## src/rtl/sevenseg_decoder.sv

```systemverilog
// Readback monitor for a multiplexed active-low two-digit score display.
// Optional input synchronizer: define SEVENSEG_DECODER_SYNC_EN.
module sevenseg_decoder #(
    parameter int STABLE_CYCLES = 4,
    parameter int BLANK_TIMEOUT = 200000,
    parameter int CNT_W         = 32
) (
    input  logic       clk,
    input  logic       rst_n,
    input  logic [6:0] seg,
    input  logic [3:0] an,
    output logic [6:0] score,
    output logic       score_valid,
    output logic       score_changed,
    output logic       display_on,
    output logic       seg_err,
    output logic [7:0] err_count
);

    typedef enum logic {ST_OFF, ST_ON} state_t;

    localparam logic [CNT_W-1:0] STAB_MAX  = CNT_W'(STABLE_CYCLES);
    localparam logic [CNT_W-1:0] ACC_AT    = CNT_W'(STABLE_CYCLES - 1);
    localparam logic [CNT_W-1:0] BLANK_MAX = CNT_W'(BLANK_TIMEOUT);

    // {legal, digit}; legal=0 for any pattern that is not a decimal digit
    function automatic logic [4:0] decode_seg(input logic [6:0] s);
        logic [4:0] r;
        case (s)
            7'b1000000: r = {1'b1, 4'd0};
            7'b1111001: r = {1'b1, 4'd1};
            7'b0100100: r = {1'b1, 4'd2};
            7'b0110000: r = {1'b1, 4'd3};
            7'b0011001: r = {1'b1, 4'd4};
            7'b0010010: r = {1'b1, 4'd5};
            7'b0000010: r = {1'b1, 4'd6};
            7'b1111000: r = {1'b1, 4'd7};
            7'b0000000: r = {1'b1, 4'd8};
            7'b0010000: r = {1'b1, 4'd9};
            default:    r = 5'd0;
        endcase
        return r;
    endfunction

    function automatic logic [CNT_W-1:0] sat_inc(input logic [CNT_W-1:0] v,
                                                 input logic [CNT_W-1:0] lim);
        return (v >= lim) ? lim : v + CNT_W'(1);
    endfunction

    logic [10:0] samp;

`ifdef SEVENSEG_DECODER_SYNC_EN
    logic [10:0] sync_p0_q, sync_p1_q;

    // Reset to all-ones so the synchronizer presents a blank display.
    always_ff @(posedge clk or negedge rst_n) begin
        if (!rst_n) begin
            sync_p0_q <= '1;
            sync_p1_q <= '1;
        end else begin
            sync_p0_q <= {an, seg};
            sync_p1_q <= sync_p0_q;
        end
    end

    assign samp = sync_p1_q;
`else
    assign samp = {an, seg};
`endif

    logic [10:0]      last_q, last_d;
    logic [CNT_W-1:0] stab_q, stab_d;
    logic [CNT_W-1:0] blank_q, blank_d;
    logic [3:0]       tens_q, tens_d, ones_q, ones_d;
    logic             got_tens_q, got_tens_d, got_ones_q, got_ones_d;
    logic [6:0]       score_q, score_d;
    logic             score_valid_q, score_valid_d;
    logic             score_changed_q, score_changed_d;
    logic             seg_err_q, seg_err_d;
    logic [7:0]       err_count_q, err_count_d;
    state_t           state_q, state_d;

    logic [3:0] samp_an;
    logic [4:0] dec;
    logic       accept, legal_acc, pair_done;
    logic [6:0] score_new;

    always_comb begin
        samp_an         = samp[10:7];
        dec             = decode_seg(samp[6:0]);
        last_d          = samp;
        stab_d          = (samp == last_q) ? sat_inc(stab_q, STAB_MAX) : CNT_W'(1);
        accept          = (samp == last_q) && (stab_q == ACC_AT);
        blank_d         = (samp_an == 4'b1111) ? sat_inc(blank_q, BLANK_MAX) : '0;
        tens_d          = tens_q;
        ones_d          = ones_q;
        got_tens_d      = got_tens_q;
        got_ones_d      = got_ones_q;
        score_d         = score_q;
        score_valid_d   = 1'b0;
        score_changed_d = 1'b0;
        seg_err_d       = 1'b0;
        state_d         = state_q;
        legal_acc       = 1'b0;
        pair_done       = 1'b0;
        score_new       = 7'd0;

        if (accept) begin
            case (samp_an)
                4'b1110: begin
                    if (dec[4]) begin
                        ones_d     = dec[3:0];
                        got_ones_d = 1'b1;
                        legal_acc  = 1'b1;
                        pair_done  = got_tens_q;
                    end else begin
                        seg_err_d = 1'b1;
                    end
                end
                4'b1101: begin
                    if (dec[4]) begin
                        tens_d     = dec[3:0];
                        got_tens_d = 1'b1;
                        legal_acc  = 1'b1;
                        pair_done  = got_ones_q;
                    end else begin
                        seg_err_d = 1'b1;
                    end
                end
                4'b1111: ;
                default: seg_err_d = 1'b1;
            endcase
        end

        // Publish uses the digit accepted on this very edge.
        if (pair_done) begin
            score_new       = 7'(tens_d) * 7'd10 + 7'(ones_d);
            score_d         = score_new;
            score_valid_d   = 1'b1;
            score_changed_d = (score_new != score_q);
            got_tens_d      = 1'b0;
            got_ones_d      = 1'b0;
        end

        case (state_q)
            ST_OFF: if (legal_acc) state_d = ST_ON;
            ST_ON: begin
                if (blank_d == BLANK_MAX) begin
                    state_d    = ST_OFF;
                    got_tens_d = 1'b0;
                    got_ones_d = 1'b0;
                end
            end
            default: state_d = ST_OFF;
        endcase

        err_count_d = (seg_err_d && err_count_q != 8'hFF) ? err_count_q + 8'd1 : err_count_q;
    end

    always_ff @(posedge clk or negedge rst_n) begin
        if (!rst_n) begin
            last_q          <= '0;
            stab_q          <= '0;
            blank_q         <= '0;
            tens_q          <= '0;
            ones_q          <= '0;
            got_tens_q      <= 1'b0;
            got_ones_q      <= 1'b0;
            score_q         <= '0;
            score_valid_q   <= 1'b0;
            score_changed_q <= 1'b0;
            seg_err_q       <= 1'b0;
            err_count_q     <= '0;
            state_q         <= ST_OFF;
        end else begin
            last_q          <= last_d;
            stab_q          <= stab_d;
            blank_q         <= blank_d;
            tens_q          <= tens_d;
            ones_q          <= ones_d;
            got_tens_q      <= got_tens_d;
            got_ones_q      <= got_ones_d;
            score_q         <= score_d;
            score_valid_q   <= score_valid_d;
            score_changed_q <= score_changed_d;
            seg_err_q       <= seg_err_d;
            err_count_q     <= err_count_d;
            state_q         <= state_d;
        end
    end

    assign score         = score_q;
    assign score_valid   = score_valid_q;
    assign score_changed = score_changed_q;
    assign display_on    = (state_q == ST_ON);
    assign seg_err       = seg_err_q;
    assign err_count     = err_count_q;

endmodule

```

## config.mk

```make
export PLATFORM = sky130hd
export DESIGN_NAME = sevenseg_decoder
export DESIGN_NICKNAME = d
export VERILOG_FILES = /design/src/rtl/sevenseg_decoder.sv
export SDC_FILE = /design/constraint.sdc
export NUM_CORES = 1
export LEC_CHECK = 0
export ABC_AREA = 1
export CORE_AREA = 5 5 93 95
export CTS_BUF_LIST = sky130_fd_sc_hd__clkbuf_4
export DETAILED_ROUTE_END_ITERATION = 8
export DIE_AREA = 0 0 98 100
export PLACE_DENSITY_LB_ADDON = 0.1
export SYNTH_ARGS = -nofsm -noshare
export SYNTH_HDL_FRONTEND = slang
export SYNTH_SLANG_ARGS = --single-unit
```

## constraint.sdc

```tcl
create_clock -name clk -period 6.84 [get_ports clk]
set_input_delay 1.368 -clock clk [delete_from_list [all_inputs] [get_ports clk]]
set_output_delay 1.368 -clock clk [all_outputs]
set_load 0.01 [all_outputs]
```

# After elaboration in Yosys (flattened, before gate mapping)
# Cells that the tools add are included.
word_totals:
  output_inout_bits: 19
  mem_bits_rw: 0
  reg_bits: 104
  latch_bits: 0
  memories: 0
  input_bits: 13
  romBits: 0
  word_cells: 80
op_classes:
  magnitude_cmp: 2
  reduce_logical: 4
  n_shift: 0
  mux: 38
  n_mul: 1
  bitwise_logic: 1
  div: 0
  n_addsub: 4
  eq_ne: 17
op_table:
  columns: ["op", "count"]
  rows:
  - ["2-to-1 mux 32 bit", 4]
  - ["adder 32 x 1 -> 32 bit (second input constant)", 2]
  - ["case mux 5 bit (10 select lines)", 1]
  - ["== test 32 x 18 -> 1 bit (second input constant)", 1]
  - ["== test 32 x 2 -> 1 bit (second input constant)", 1]
  - [">= comparator 32 x 18 -> 1 bit (second input constant)", 1]
  - [">= comparator 32 x 3 -> 1 bit (second input constant)", 1]
  - ["2-to-1 mux 1 bit", 24]
  - ["2-to-1 mux 4 bit", 6]
  - ["== test 7 x 5 -> 1 bit (second input constant)", 3]
  - ["== test 7 bit (second input constant)", 3]
  - ["== test 7 x 6 -> 1 bit (second input constant)", 2]
  - ["== test 4 bit (second input constant)", 3]
  - ["== test 11 bit", 1]
  - ["adder 8 x 1 -> 8 bit (second input constant)", 1]
  - ["inequality test 8 bit (second input constant)", 1]
  - ["adder 7 x 4 -> 7 bit", 1]
  - ["== test 7 x 2 -> 1 bit (second input constant)", 1]
  - ["zero test 7 bit", 1]
  - ["inequality test 7 bit", 1]
  - ["multiplier 4 x 3 -> 6 bit (second input constant)", 1]
  - ["case mux 1 bit (2 select lines)", 3]
  - ["logical AND 1 bit", 2]
  - ["OR reduction 2 bit", 1]
  - ["inverter 1 bit", 1]

# Logic depth before layout (Yosys ltp)
depth:
  word_depth: 9
  mapped_depth: 24
  depth_no_buf: 24

# Worst setup path before layout
# No wires, ideal clock.
synth_path:
  kind: "input to register"
  start: "input port seg[3]"
  end: "register score_changed_q, in the netlist score_changed"
  setup_ns: 0.116
  n_path_buf: 0
  cell_stages: 21
  arrival_time_ns: 4.106
  path_slack_ns: 2.618
  required_time_ns: 6.724
  cell_sequence: "inv_1 nand2_1 nand2_1 nand3_1 nor2_4 nand2_4 nor2_8 nand3_2 inv_1 o32a_1 ha_1 ha_1 inv_1 fa_1 nor2_1 xor2_1 nand3_1 nand3_1 nand3_1 nor2_1 nor2_1"
synth_between:
  elab_chain_len: 9
  elab_cells_between_ends: 27
  classes_between: "1 x add/sub; 1 x mul; 11 x eq/ne; 12 x mux; 2 x reduce/logical"
synth_rtl:
  columns: ["element", "line", "text"]
  rows:
  - ["start: declaration", "10", "input logic [6:0] seg,"]
  - ["== test 7 x 5 -> 1 bit, or another cell as far along", "29", "case (s)"]
  - ["case mux 5 bit (10 select lines)", "29", null]
  - ["2-to-1 mux 4 bit", "121", "if (dec[4]) begin"]
  - ["2-to-1 mux 4 bit", "109", "case (samp_an)"]
  - ["2-to-1 mux 4 bit (*)", "108", "if (accept) begin"]
  - ["via tens_d[1]", "74", "logic [3:0] tens_q, tens_d, ones_q, ones_d;"]
  - ["multiplier 4 x 3 -> 6 bit (*)", "137", "score_new = 7'(tens_d) * 7'd10 + 7'(ones_d);"]
  - ["adder 7 x 4 -> 7 bit (*)", "137", null]
  - ["inequality test 7 bit (*)", "140", "score_changed_d = (score_new != score_q);"]
  - ["2-to-1 mux 1 bit (*)", "136", "if (pair_done) begin"]
  - ["via score_changed_d", "78", "logic score_changed_q, score_changed_d;"]
  - ["end signal: assignment", "185", "score_changed_q <= score_changed_d;"]
  - ["end: declaration", "78", null]
# Mark *: on every way through the listed nets, which the timed path passes. The rest lies on a longest branch.
# A chain may end at the register's enable or synchronous reset.

# Worst setup path after layout
layout_path:
  start: "input port seg[4]"
  end: "register score_changed_q, in the netlist score_changed"
# The elaborated chain is that of the path after synthesis.

==> results.py <==
metrics = {
    "placed_design": {
        "dp_cells": 714,
        "hpwlAfterDp_mm": 6.78,
        "post-place-ws_ns": 1.66,
        "gp_congestion": 0.883,
        "portBuffers": 31,
    },
    "route": {
        "vias": 3548,
        "vias_per_cell": 4.86,
        "drt-met1-wl_mm": 4.12,
        "dr_wl_met3_um": 301,
        "highest_layer": "met4",
        "drtPass1Iterations": 5,
        "met2_length_mm": 4.50,
        "wl_mm": 9.03,
        "route.detailed.drc": 0,
        "drtIter0Drc": 135,
        "postRouteAntennaNets": 0,
        "wl_per_cell_um": 12.4,
    },
    "clock_network": {
        "cts_resized": 0,
        "cts_tree": "built",
        "postCtsSetupRepairBufs": 0,
        "htree_levels": 3,
        "cts_sinks": 104,
        "clk_latency_ns": 0.46,
        "cts_inserted_buffers": 9,
        "clk_pin_slew_ns": 0.18,
        "clk_path_buf_depth": 2,
        "cts_root_buf": "clkbuf_4",
        "cts.hold.buffers_added": 0,
    },
    "finish": {
        "layout_commonest_cell": "nand2_1",
        "syn_to_final_growth_pct": 14.8,
        "num-nets-final": 649,
        "n_antenna_cell": 0,
        "final_cells": 730,
        "nFillCells": 562,
        "final_cell_mix": "110 x nand2_1, 104 x dfrtp_1, 75 x nor2_1",
        "layout-drive-gt1-share": 0.110,
    },
    "global_routing": {
        "grt_max_degree": 78,
        "grt_pass1_wl_mm": 16.0,
        "grt.total_usage": 0.202,
        "grt_overflow": 0,
        "antenna_found_initial": 0,
        "grt_pass1_vias": 3638,
    },
    "sta": {
        "hold_viol": 0,
        "relSlewSlack": 0.396,
        "setup_tns_ns": 0,
        "fin_skew_ns": 0.0239,
        "setup_viol": 0,
        "slew_viol_final": 0,
        "hold_ws_ns": 0.526,
        "fin_crit_ns": 4.68,
        "rsz0062_at_grt": "no",
        "fin_ws_ns": 2.16,
        "fmax_mhz": 214,
        "worst_slew_pin_slew_ns": 0.907,
        "min_period_over_period": 0.684,
    },
    "floorplanning": {
        "dieArea_mm2": 0.00980,
        "fp.dieH_um": 100,
        "initial_core_util": 0.651,
        "die_w_um": 98,
        "coreArea_mm2": 0.00765,
        "row_count": 32,
        "ioPinCount": 32,
    },
    "setup_path": {
        "cp.required_ns": 7.21,
        "worst_setup_path_start_kind": "input pin",
        "cp.arrival_ns": 5.05,
        "cp-end-kind": "flop",
        "crit_type": "input pin to flop",
        "crit_fanout": 7,
    },
    "synth": {
        "ys_seq_elements": 104,
        "synthTopCellsByArea": "dfrtp_1 52%, nand2_1 8.3%, nor2_1 5.7%, inv_1 5.6%, nand3_1 3.0%",
        "synth_ff_type": "dfrtp_1",
        "async_flop_share": 1.00,
        "seq_area_frac_synth": 0.523,
        "syn_area_per_cell_um2": 9.20,
        "synth-edff-count": 0,
        "synth_top_area_frac": 0.523,
        "postSynthCellCount": 541,
        "netlist_area_mm2": 0.00498,
        "yosysUniqueCellTypes": 48,
        "yosys.area.top_type": "dfrtp_1",
        "yosysWarnings": 0,
    },
    "pwr": {
        "peakVddDrop_mv": 0.143,
        "power.density_mw_per_mm2": 177,
        "p_leak_nw": 2.89,
        "power_frac_comb": 0.053,
        "clkPwrFrac": 0.317,
        "p_sw_mw": 0.273,
        "internal_power_mw": 0.741,
        "p_seq_frac": 0.630,
        "p_sw_frac": 0.269,
    },
    "run_status": {
        "run_status": "finished, final reports clean",
    },
    "worst_hold_path": {
        "hold_path.class": "flop to flop",
    },
    "run": {
        "timing.max_cap.violations": 0,
    },
}
-- power groups by stage --
| stage | Combinational, mW | Clock (mW) | Sequential (mW) |
|---|---|---|---|
| finish | 0.0542 | 0.321 | 0.638 |
| global placement | 0.0532 | 0 | 0.649 |
| global route | 0.0641 | 0.364 | 0.640 |
| detailed placement | 0.0546 | 0 | 0.650 |
| floorplan | 0.0274 | 0 | 0.648 |
| CTS | 0.0547 | 0.333 | 0.638 |
-- kinds of logic (layout without fill, tap and decap cells) --
kind of cell    Yosys count  after routing  share of synthesized area
buf+inv                  83            128                     0.0651
fa+ha+maj                13             13                     0.0357
mux                       3              3                    0.00654
other cells               1             43                   0.000753
flops                   104            104                      0.523
compound gates           33             33                     0.0410
xor+xnor                 28             28                     0.0493
simple gates            276            276                      0.279
-- sequential cells by signal, indices dropped and copies added (netlist names), 4 cells and up --
register / cells
blank_q: 32
err_count: 8
last_q: 11
ones_q: 4
score: 7
stab_q: 32
tens_q: 4
-- final cells by class --
type	count	area (um2)	area share
Inverter	80	300	0.0525
Sequential cell	104	2600	0.455
Multi-Input combinational cell	396	2210	0.386
Timing Repair Buffer	32	315	0.0552
Clock buffer	9	67.6	0.0118
Clock inverter	7	93.8	0.0164
Tap cell	102	128	0.0223
-- critical path: stages --
cell and delay [ns]:
clkdlybuf4s50_1 0.62, xnor2_1 0.17, nand2_1 0.09, nor2_2 0.21
nand2_4 0.13, nor2_8 0.15, nand3_2 0.12, inv_1 0.13
o32a_1 0.26, ha_1 0.27, ha_1 0.19, inv_1 0.07
fa_1 0.44, nor2_1 0.14, xor2_1 0.19, nand3_1 0.16
nand3_1 0.12, nand3_1 0.07, nor2_1 0.09, nor2_1 0.05
-- synth_stat cells, types with 4 or more instances --
cell     instances
nor3_1           5
nand3_1         30
nand2_2          4
nor2_1          75
inv_2            6
nor2_2           7
a21oi_1          9
nand3_2          8
xor2_1          17
nand4_1         11
dfrtp_1        104
xnor2_1         11
ha_1            11
inv_1           74
o21ai_0         11
nor2_4           7
nand2_1        110
-- worst paths after layout --
check | startpoint | depth (start not counted) | slack [ns] | endpoint
worst min-delay path | stab_q[0]$_DFF_PN0_ | 1 | 0.53 | stab_q[0]$_DFF_PN0_
max in group asynchronous | rst_n | 2 | 4.82 | blank_q[17]$_DFF_PN0_
min in group asynchronous | rst_n | 1 | 0.79 | blank_q[4]$_DFF_PN0_
worst max register to register | stab_q[6]$_DFF_PN0_ | 19 | 3.10 | score_changed$_DFF_PN0_
worst max-delay path | seg[4] | 20 | 2.16 | score_changed$_DFF_PN0_
worst min register to register | stab_q[0]$_DFF_PN0_ | 1 | 0.53 | stab_q[0]$_DFF_PN0_
-- per-layer routing --
metal | vias to the layer above | track usage
met5 | - | 0
met4 | 0 | 0.0479
met3 | 11 | 0.0445
met2 | 63 | 0.348
met1 | 1663 | 0.262
li1 | 1811 | -
-- metrics by stage --
stage	instance area, um2	util	power [mW]
finish	5720	0.747	1.01
global route	5720	0.747	1.07
CTS	5720	0.747	1.03
detailed placement	5550	0.726	0.704
global placement	5550	0.726	0.702
floorplan	5130	-	0.676
Power figures use the tool's default switching activity.
